==> config.mk <==
export PLATFORM = sky130hd
export DESIGN_NAME = seg7_frame_decoder
export DESIGN_NICKNAME = d
export VERILOG_FILES = /design/src/rtl/seg7_frame_decoder.sv
export SDC_FILE = /design/constraint.sdc
export NUM_CORES = 1
export LEC_CHECK = 0
export CORE_ASPECT_RATIO = 1.5
export CORE_UTILIZATION = 40
export DETAILED_ROUTE_END_ITERATION = 7
export DONT_BUFFER_PORTS = 1
export GPL_TIMING_DRIVEN = 0
export PLACE_DENSITY = 0.58
export SLEW_MARGIN = 20
export SYNTH_ARGS = -nofsm -noshare
export SYNTH_HDL_FRONTEND = slang
export SYNTH_SLANG_ARGS = --single-unit
==> constraint.sdc <==
create_clock -name clk -period 3.6 [get_ports clk]
set_input_delay 0.36 -clock clk [delete_from_list [all_inputs] [get_ports clk]]
set_output_delay 0.36 -clock clk [all_outputs]
set_load 0.02 [all_outputs]
==> src/rtl/seg7_frame_decoder.sv <==
// Decodes a settled 4-digit active-low 7-segment frame into one 16-bit value per distinct stable frame; FIB_CHECK_EN adds a Fibonacci sequence check.
// Latency: a frame captured at edge 0 is presented after edge STABLE_CYCLES+1.
// Backpressure: out_valid holds until out_ready; a frame that settles while the slot is full is dropped and sets sticky overrun.
module seg7_frame_decoder #(
   parameter int STABLE_CYCLES = 4
) (
   input  logic        clk,
   input  logic        reset,
   input  logic [6:0]  disp1,
   input  logic [6:0]  disp2,
   input  logic [6:0]  disp3,
   input  logic [6:0]  disp4,
   output logic [15:0] out_data,
   output logic        out_valid,
   input  logic        out_ready,
   output logic        out_err,
   output logic [3:0]  bad_mask,
   output logic        overrun,
   output logic        seq_err
);

   localparam int             CW       = $clog2(STABLE_CYCLES + 1);
   localparam logic [CW-1:0]  C_STABLE = CW'(STABLE_CYCLES);
   localparam logic [CW-1:0]  C_ONE    = CW'(1);
   localparam logic [27:0]    C_BLANK  = 28'hFFFFFFF;

   typedef enum logic {IDLE, SETTLE} state_t;

   state_t         r_state;
   logic [27:0]    r_sample;
   logic [27:0]    r_cand;
   logic [27:0]    r_last;
   logic [CW-1:0]  r_cnt;
   logic [15:0]    r_out_data;
   logic           r_out_valid;
   logic           r_out_err;
   logic [3:0]     r_bad_mask;
   logic           r_overrun;

   logic [4:0]     w_dec [4];
   logic [15:0]    w_data;
   logic [3:0]     w_bad;
   logic           w_err;
   logic           w_emit;
   logic           w_slot_free;

   // Returns {pattern_ok, nibble}; unknown patterns decode to nibble 0.
   function automatic logic [4:0] seg_decode(input logic [6:0] seg);
      case (seg)
         7'h40:   seg_decode = 5'h10;
         7'h79:   seg_decode = 5'h11;
         7'h24:   seg_decode = 5'h12;
         7'h30:   seg_decode = 5'h13;
         7'h19:   seg_decode = 5'h14;
         7'h12:   seg_decode = 5'h15;
         7'h02:   seg_decode = 5'h16;
         7'h78:   seg_decode = 5'h17;
         7'h00:   seg_decode = 5'h18;
         7'h10:   seg_decode = 5'h19;
         7'h08:   seg_decode = 5'h1A;
         7'h03:   seg_decode = 5'h1B;
         7'h46:   seg_decode = 5'h1C;
         7'h21:   seg_decode = 5'h1D;
         7'h06:   seg_decode = 5'h1E;
         7'h0E:   seg_decode = 5'h1F;
         default: seg_decode = 5'h00;
      endcase
   endfunction

   genvar g;
   generate
      for (g = 0; g < 4; g++) begin : g_dec
         assign w_dec[g]           = seg_decode(r_cand[7*g +: 7]);
         assign w_data[4*g +: 4]   = w_dec[g][3:0];
         assign w_bad[g]           = ~w_dec[g][4];
      end
   endgenerate

   assign w_err       = |w_bad;
   assign w_emit      = (r_state == SETTLE) && (r_sample == r_cand) &&
                        (r_cnt == C_STABLE) && (r_cand != r_last);
   assign w_slot_free = !r_out_valid || out_ready;

   always_ff @(posedge clk or posedge reset) begin
      if (reset) begin
         r_state     <= IDLE;
         r_sample    <= C_BLANK;
         r_cand      <= C_BLANK;
         r_last      <= C_BLANK;
         r_cnt       <= '0;
         r_out_data  <= '0;
         r_out_valid <= 1'b0;
         r_out_err   <= 1'b0;
         r_bad_mask  <= '0;
         r_overrun   <= 1'b0;
      end else begin
         r_sample <= {disp4, disp3, disp2, disp1};

         case (r_state)
            IDLE: begin
               if (r_sample != r_last) begin
                  r_state <= SETTLE;
                  r_cand  <= r_sample;
                  r_cnt   <= C_ONE;
               end
            end
            SETTLE: begin
               if (r_sample != r_cand) begin
                  r_cand <= r_sample;
                  r_cnt  <= C_ONE;
               end else if (r_cnt == C_STABLE) begin
                  // last_frame moves even when the frame is dropped, so it is never re-emitted
                  r_last  <= r_cand;
                  r_state <= IDLE;
               end else begin
                  r_cnt <= r_cnt + C_ONE;
               end
            end
            default: r_state <= IDLE;
         endcase

         if (w_emit && w_slot_free) begin
            r_out_data  <= w_data;
            r_out_err   <= w_err;
            r_bad_mask  <= w_bad;
            r_out_valid <= 1'b1;
         end else if (w_emit) begin
            r_overrun <= 1'b1;
         end else if (r_out_valid && out_ready) begin
            r_out_valid <= 1'b0;
         end
      end
   end

   assign out_data  = r_out_data;
   assign out_valid = r_out_valid;
   assign out_err   = r_out_err;
   assign bad_mask  = r_bad_mask;
   assign overrun   = r_overrun;

`ifdef FIB_CHECK_EN
   logic [15:0] r_p0;
   logic [15:0] r_p1;
   logic [1:0]  r_n;
   logic        r_seq_err;

   // History only tracks frames actually presented without decode errors.
   always_ff @(posedge clk or posedge reset) begin
      if (reset) begin
         r_p0      <= '0;
         r_p1      <= '0;
         r_n       <= '0;
         r_seq_err <= 1'b0;
      end else if (w_emit && w_slot_free && !w_err) begin
         if ((r_n == 2'd2) && (w_data != 16'(r_p0 + r_p1))) begin
            r_seq_err <= 1'b1;
         end
         r_p0 <= r_p1;
         r_p1 <= w_data;
         if (r_n != 2'd2) begin
            r_n <= r_n + 2'd1;
         end
      end
   end

   assign seq_err = r_seq_err;
`else
   assign seq_err = 1'b0;
`endif

endmodule
# Word level (Yosys, flattened, before mapping)
# Index checks and enable logic that the tools add are counted.
# classes
n_addsub	1
mul	0
div	0
n_lt_le_gt_ge	0
eq_ne	69
shifts	0
n_mux	18
n_bitwise	7
n_reduce_logical	18
# ops
operator	n
5-bit one-hot mux with 16 select lines	4
7-bit == test (second input constant)	16
7-bit by 5-bit == test with 1-bit output (second input constant)	12
7-bit by 6-bit == test with 1-bit output (second input constant)	12
28-bit != test	3
7-bit by 2-bit == test with 1-bit output (second input constant)	8
7-bit by 4-bit == test with 1-bit output (second input constant)	8
28-bit two-way mux	2
28-bit one-hot mux with 2 select lines	1
28-bit == test	1
7-bit by 3-bit == test with 1-bit output (second input constant)	4
7-bit zero test	4
3-bit two-way mux	3
2-bit AND reduction	4
1-bit NOT	7
1-bit two-way mux	6
3-bit one-hot mux with 2 select lines	1
1-bit logical AND	5
2-bit by 1-bit != test with 1-bit output (second input constant)	2
4-bit OR reduction	1
3-bit by 1-bit adder with 3-bit output (second input constant)	1
3-bit == test (second input constant)	1
3-bit by 2-bit != test with 1-bit output (second input constant)	1
3-bit AND reduction	1
other kinds (5)	5
# totals
regBits	111
latchBits	0
ram_bits	0
rom_bits	0
inputBits	31
out_inout_bits	24
elab_cells	123
n_memories	0

# Depth between registers and ports, before layout
# logic_depth
depth_word	7
depth_mapped	10
mapped_depth_nobuf	8

# Worst setup path after synthesis
# OpenSTA, ideal clock, no wires.
# synth_path
path_type	register to register
from	reg r_cand[24]
to	reg r_bad_mask[0], in the netlist bad_mask[0]
setup_ns	0.125
t_arrival_ns	2.397
required_ns	3.475
path_slack_ns	1.077
path_stages_with_launch	9
path_buffers	2
synth_period_minus_slack_ns	2.523
path_cell_list	dfstp_2 -> clkbuf_1 -> xnor2_1 -> nand3_1 -> nor4b_1 -> nand4_2 -> nor3_4 -> buf_6 -> mux2_4
# synth_via
elab_chain_cells	5
elab_cells_between_ends	6
cone_classes	2 x eq/ne; 4 x reduce/logical
# synth_rtl
item	line_no	source
from (decl)	31	logic [27:0] r_cand;
from (signal assigned)	103	r_cand <= r_sample;
from (signal assigned)	109	r_cand <= r_sample;
28-bit == test	80	assign w_emit = (r_state == SETTLE) && (r_sample == r_cand) &&
1-bit logical AND (2 in a row)	80	
1-bit logical AND *	81	(r_cnt == C_STABLE) && (r_cand != r_last);
1-bit logical AND *	122	if (w_emit && w_slot_free) begin
to (signal assigned)	125	r_bad_mask <= w_bad;
to (decl)	37	logic [3:0] r_bad_mask;
# Mark *: on every way between the ends. The rest lies on a longest branch, timed or not.
# A chain may end at the register's enable or synchronous reset.

# Worst setup path after layout
# layout_path
from	reg r_cand[24]
to	reg r_out_data[2], in the netlist out_data[2]
# layout_via
elab_chain_cells	5
elab_cells_between_ends	6
cone_classes	2 x eq/ne; 4 x reduce/logical
# layout_rtl
item	line_no	source
28-bit == test	80	
1-bit logical AND (2 in a row)	80	
1-bit logical AND *	81	
1-bit logical AND *	122	
to (signal assigned)	123	r_out_data <= w_data;
to (decl)	34	logic [15:0] r_out_data;
# Marked as above.

==> summary.md <==
| Metric | Value |
|---|---|
| Placed cell count | 818 |
| P_int | 1923 µW |
| Drt drc | 0 |
| WL final | roughly 17000 µm |
| Worst Tran Pin Value | between 0.7 and 0.8 ns |
| Max Fclk | between 0.3 and 0.4 GHz |
| Required @ worst endpoint | 3.84 ns |
| Logic pwr share | 12.3% |
| Post-synth EDFFs | 0 |
| Slowest-stage cell, CP | dfstp_2 |
| Crit path from | r_cand[24]$_DFFE_PP1P_ |
| Reg power frac | ~51% |
| Final hold slack | around 0.31 ns |
| Share of flip-flops with an asynchronous set or reset | 100.0% |
| VDD IR max | about 220 µV |
| Share of layout cells above drive strength 1 | 29.07% |
| CP Buf/Inv Count | 3 |
| Crit-path max cell delay | between 0.5 and 0.6 ns |
| First-pass DRT Iterations | 4 |
| Grt ovf | 0 |
| Power share of the clock group | roughly 37% |
| Core Util, Final | 46.90% |
| Most used cell, CP | buf_4 |
| Crit path cell chain | clkbuf_1 -> xnor2_1 -> nand3_1 -> nor4b_1 -> nand4_2 -> nor3_4 -> buf_4 -> buf_4 -> mux2_2 |
| CTS Root Cell | clkbuf_16 |
| Worst slack, placed | 0.2428 ns |
| Worst-skew pair later-pin latency | between 0.3 and 0.4 ns |
| Layout Cells excl Fill | between 800 and 900 |
| CP Launch Type | flip-flop |
| Ys flop type | dfstp_2 |
| Starting density of the core | approximately two fifths |
| CP Data Arrival Time | 3.20 ns |
| Final net count | slightly below 700 |
| Synth Area per Inst | about 11 µm² |
| Ports | 55 |
| CTS tree | done |
| GRT Overall Usage | 21.35% |
| PwrDens | about 360 mW/mm² |
| Vias/cell | 5.588 |
| Endpoints failing setup | 0 |
| Area share of the largest cell type after synthesis | around 34% |
| Status | finished clean |
| Crit end category | flip-flop |
| Synth warn | 0 |
| Sink Count | roughly 110 |
| Leakage | 0.002856 µW |
| Synth top area cells | dfstp_2 34%, dfrtp_1 10%, mux2_2 9.9%, xnor2_1 7.4%, xor2_1 3.6% |
| Hold Crit Start | out_ready |
| Final ANT Viol Nets | 0 |
| Die Height | 158.1 µm |
| Vias in the first global route | slightly below 5000 |
| Antenna violations before repair | 0 |
| Post-route setup slack | ~0.65 ns |
| Yosys reg bits | around 110 |
| Port buffer count | 0 |
| Core area | 0.01577 mm² |
| Row cnt | 56 |
| Synth area leader | dfstp_2 |
| Clock-pin slew on the worst setup and hold paths | roughly 0.08 ns |
| Cell family with most CP delay | simple AND/OR/NAND/NOR gates |
| R2r startpoint | r_cand[24]$_DFFE_PP1P_ |
| Synth top cells by count | 84 x dfstp_2, 57 x mux2_2, 55 x xnor2_1 |
| Post-DP HPWL | 12410 µm |
| Mapped Cells | between 600 and 700 |
| Seq/Total Area, Yosys | 44.36% |
| Full die area | ~0.017 mm² |
| Wire per inst | 19.63 µm |
| Max_cap viols | 0 |
| Min cycle time layout | 2.954 ns |
| Syn-to-layout area delta | 13.77% |
| Num CTS Buffers | 9 |
| RD Place Congestion | 0.9088 |
| Critical path peak fanout | 9 |
| Diode count | 0 |
| Die W | 106.1 µm |
| Worst clock skew | a little over 0.009 ns |
| H-tree depth | 3 |
| Tcrit/Tclk final | between 80% and 90% |
| Switching Share | between 20% and 30% |
| HP Class | in2reg |
| Unrepaired setup endpoints after global routing | no |
| Sw Pwr | around 730 µW |
| Final max-slew violation count | 0 |
| Setup TNS | 0 ns |
| Mapped Area | between 0.006 and 0.007 mm² |
| Rel. slew slack | roughly half |
| Pin count of the biggest net entering global routing | 64 |
| Most frequent cell after synthesis | dfstp_2 |
| Synth cell types | 63 |
| First-pass GRT wire length | 27050 µm |
| WS Path Type | reg2reg |
| Final hold violation count | 0 |
| Vias after detailed routing | approximately 4800 |
| Syn Nets | around 650 |
| 1st-iter DRT viols | 227 |
| Clock buffer depth | 2 |
## per-stage QoR
stage / area, µm² / total power (µW)
after floorplan: 6499 / 1569
after global placement: 6753 / 1652
after detailed placement: 6785 / 1661
after CTS: 7363 / 2685
after global routing: 7393 / 2763
final: 7393 / 2656
## what timing repair did
item,CTS,global route
hold endpoints to repair,43,0
gates resized for setup,0,0
endpoints found under the setup margin,0,1
setup buffers,0,4
hold buffers,29,0
## final timing paths
check | endpoint | slack [ns] | cells past startpoint
min in group asynchronous | out_data[11]$_DFFE_PP0P_ | 0.56 | 2
setup / recovery | out_data[2]$_DFFE_PP0P_ | 0.65 | 9
max in group asynchronous | r_cand[7]$_DFFE_PP1P_ | 2.32 | 3
hold reg to reg | r_cnt[2]$_DFFE_PP0P_ | 0.56 | 2
setup reg to reg | out_data[2]$_DFFE_PP0P_ | 0.65 | 9
hold / removal | overrun$_DFFE_PP0P_ | 0.31 | 2
## logic make-up (layout without fill, tap and decap cells)
| logic type | count (synthesis) | count (layout) | synth area share [%] |
|---|---|---|---|
| and+or+nand+nor | 196 | 196 | 18.04 |
| DFF | 111 | 111 | 44.36 |
| xor gates and xnor gates | 82 | 82 | 11.05 |
| AOI/OAI and AO/OA | 78 | 78 | 7.759 |
| muxes | 75 | 75 | 13.61 |
| buffers and inverters | 69 | 119 | 4.736 |
| adders and majority gates | 2 | 2 | 0.3850 |
| other | 1 | 1 | 0.05770 |
## layout make-up
class | instances | area (µm²)
flip-flops and latches | 111 | 2883
inverters | 13 | 53.80
clock buffers | 9 | 225.2
well taps | 203 | 254.0
plain buffers | 56 | 259.0
multi-input cells | 434 | 3308
fillers | 1501 | 8372
repair buffers | 34 | 347.8
clock inverters | 7 | 62.56
## worst reg2reg max path: stages (launching register included)
cell and delay, ns:
dfstp_2 0.52, clkbuf_1 0.38, xnor2_1 0.24, nand3_1 0.12, nor4b_1 0.46, nand4_2 0.20
nor3_4 0.19, buf_4 0.18, buf_4 0.19, mux2_2 0.35
## layer usage
| metal | up-vias | GRT usage, % | share of wire (%) | wire (µm) |
|---|---|---|---|---|
| met5 | - | 0 | 0 | 0 |
| met4 | 0 | 8.598 | 3.1 | 521 |
| met3 | 32 | 2.923 | 2.8 | 484 |
| met2 | 114 | 39.43 | 53 | 9063 |
| met1 | 2430 | 24.69 | 41 | 6949 |
| li1 | 2269 | - | - | - |
## flip-flops by register name (all words and copies together) (netlist names)
signal / flops
r_cand: 28
r_last: 28
r_sample: 28
out_data: 16
bad_mask: 4
r_cnt: 3
out_err: 1
out_valid: 1
overrun: 1
r_state: 1
## power by group through the flow
stage	sequential, µW	combinational [µW]	clock (µW)
floorplan	1350	220	0
CTS	1340	327	1020
global placement	1360	291	0
finish	1340	327	989
global route	1350	358	1060
detailed placement	1360	300	0
## layout by cell type, fill, tap and decap left out, drive strengths merged, types with 3 or more instances in the layout
master / netlist / routed
a31oi: 6 / 6
or3: 11 / 11
nor4: 14 / 14
nand3: 12 / 12
mux2: 71 / 71
dfstp: 84 / 84
clkbuf: 44 / 53
o22ai: 5 / 5
and4: 3 / 3
nand2: 23 / 23
a21oi: 15 / 15
nor2b: 6 / 6
nor3: 15 / 15
dlygate4sd3: 0 / 29
a32oi: 3 / 3
a22oi: 5 / 5
nor4b: 8 / 8
o31ai: 4 / 4
xnor2: 55 / 55
o21ai: 21 / 21
nand4: 18 / 18
nand2b: 21 / 21
nand4b: 4 / 4
buf: 12 / 17
nor3b: 11 / 11
xor2: 27 / 27
mux2i: 4 / 4
nand3b: 3 / 3
inv: 13 / 17
nor4bb: 4 / 4
dfrtp: 27 / 27
nor2: 27 / 27
and3: 7 / 7
(Power assumes the default switching activity.)
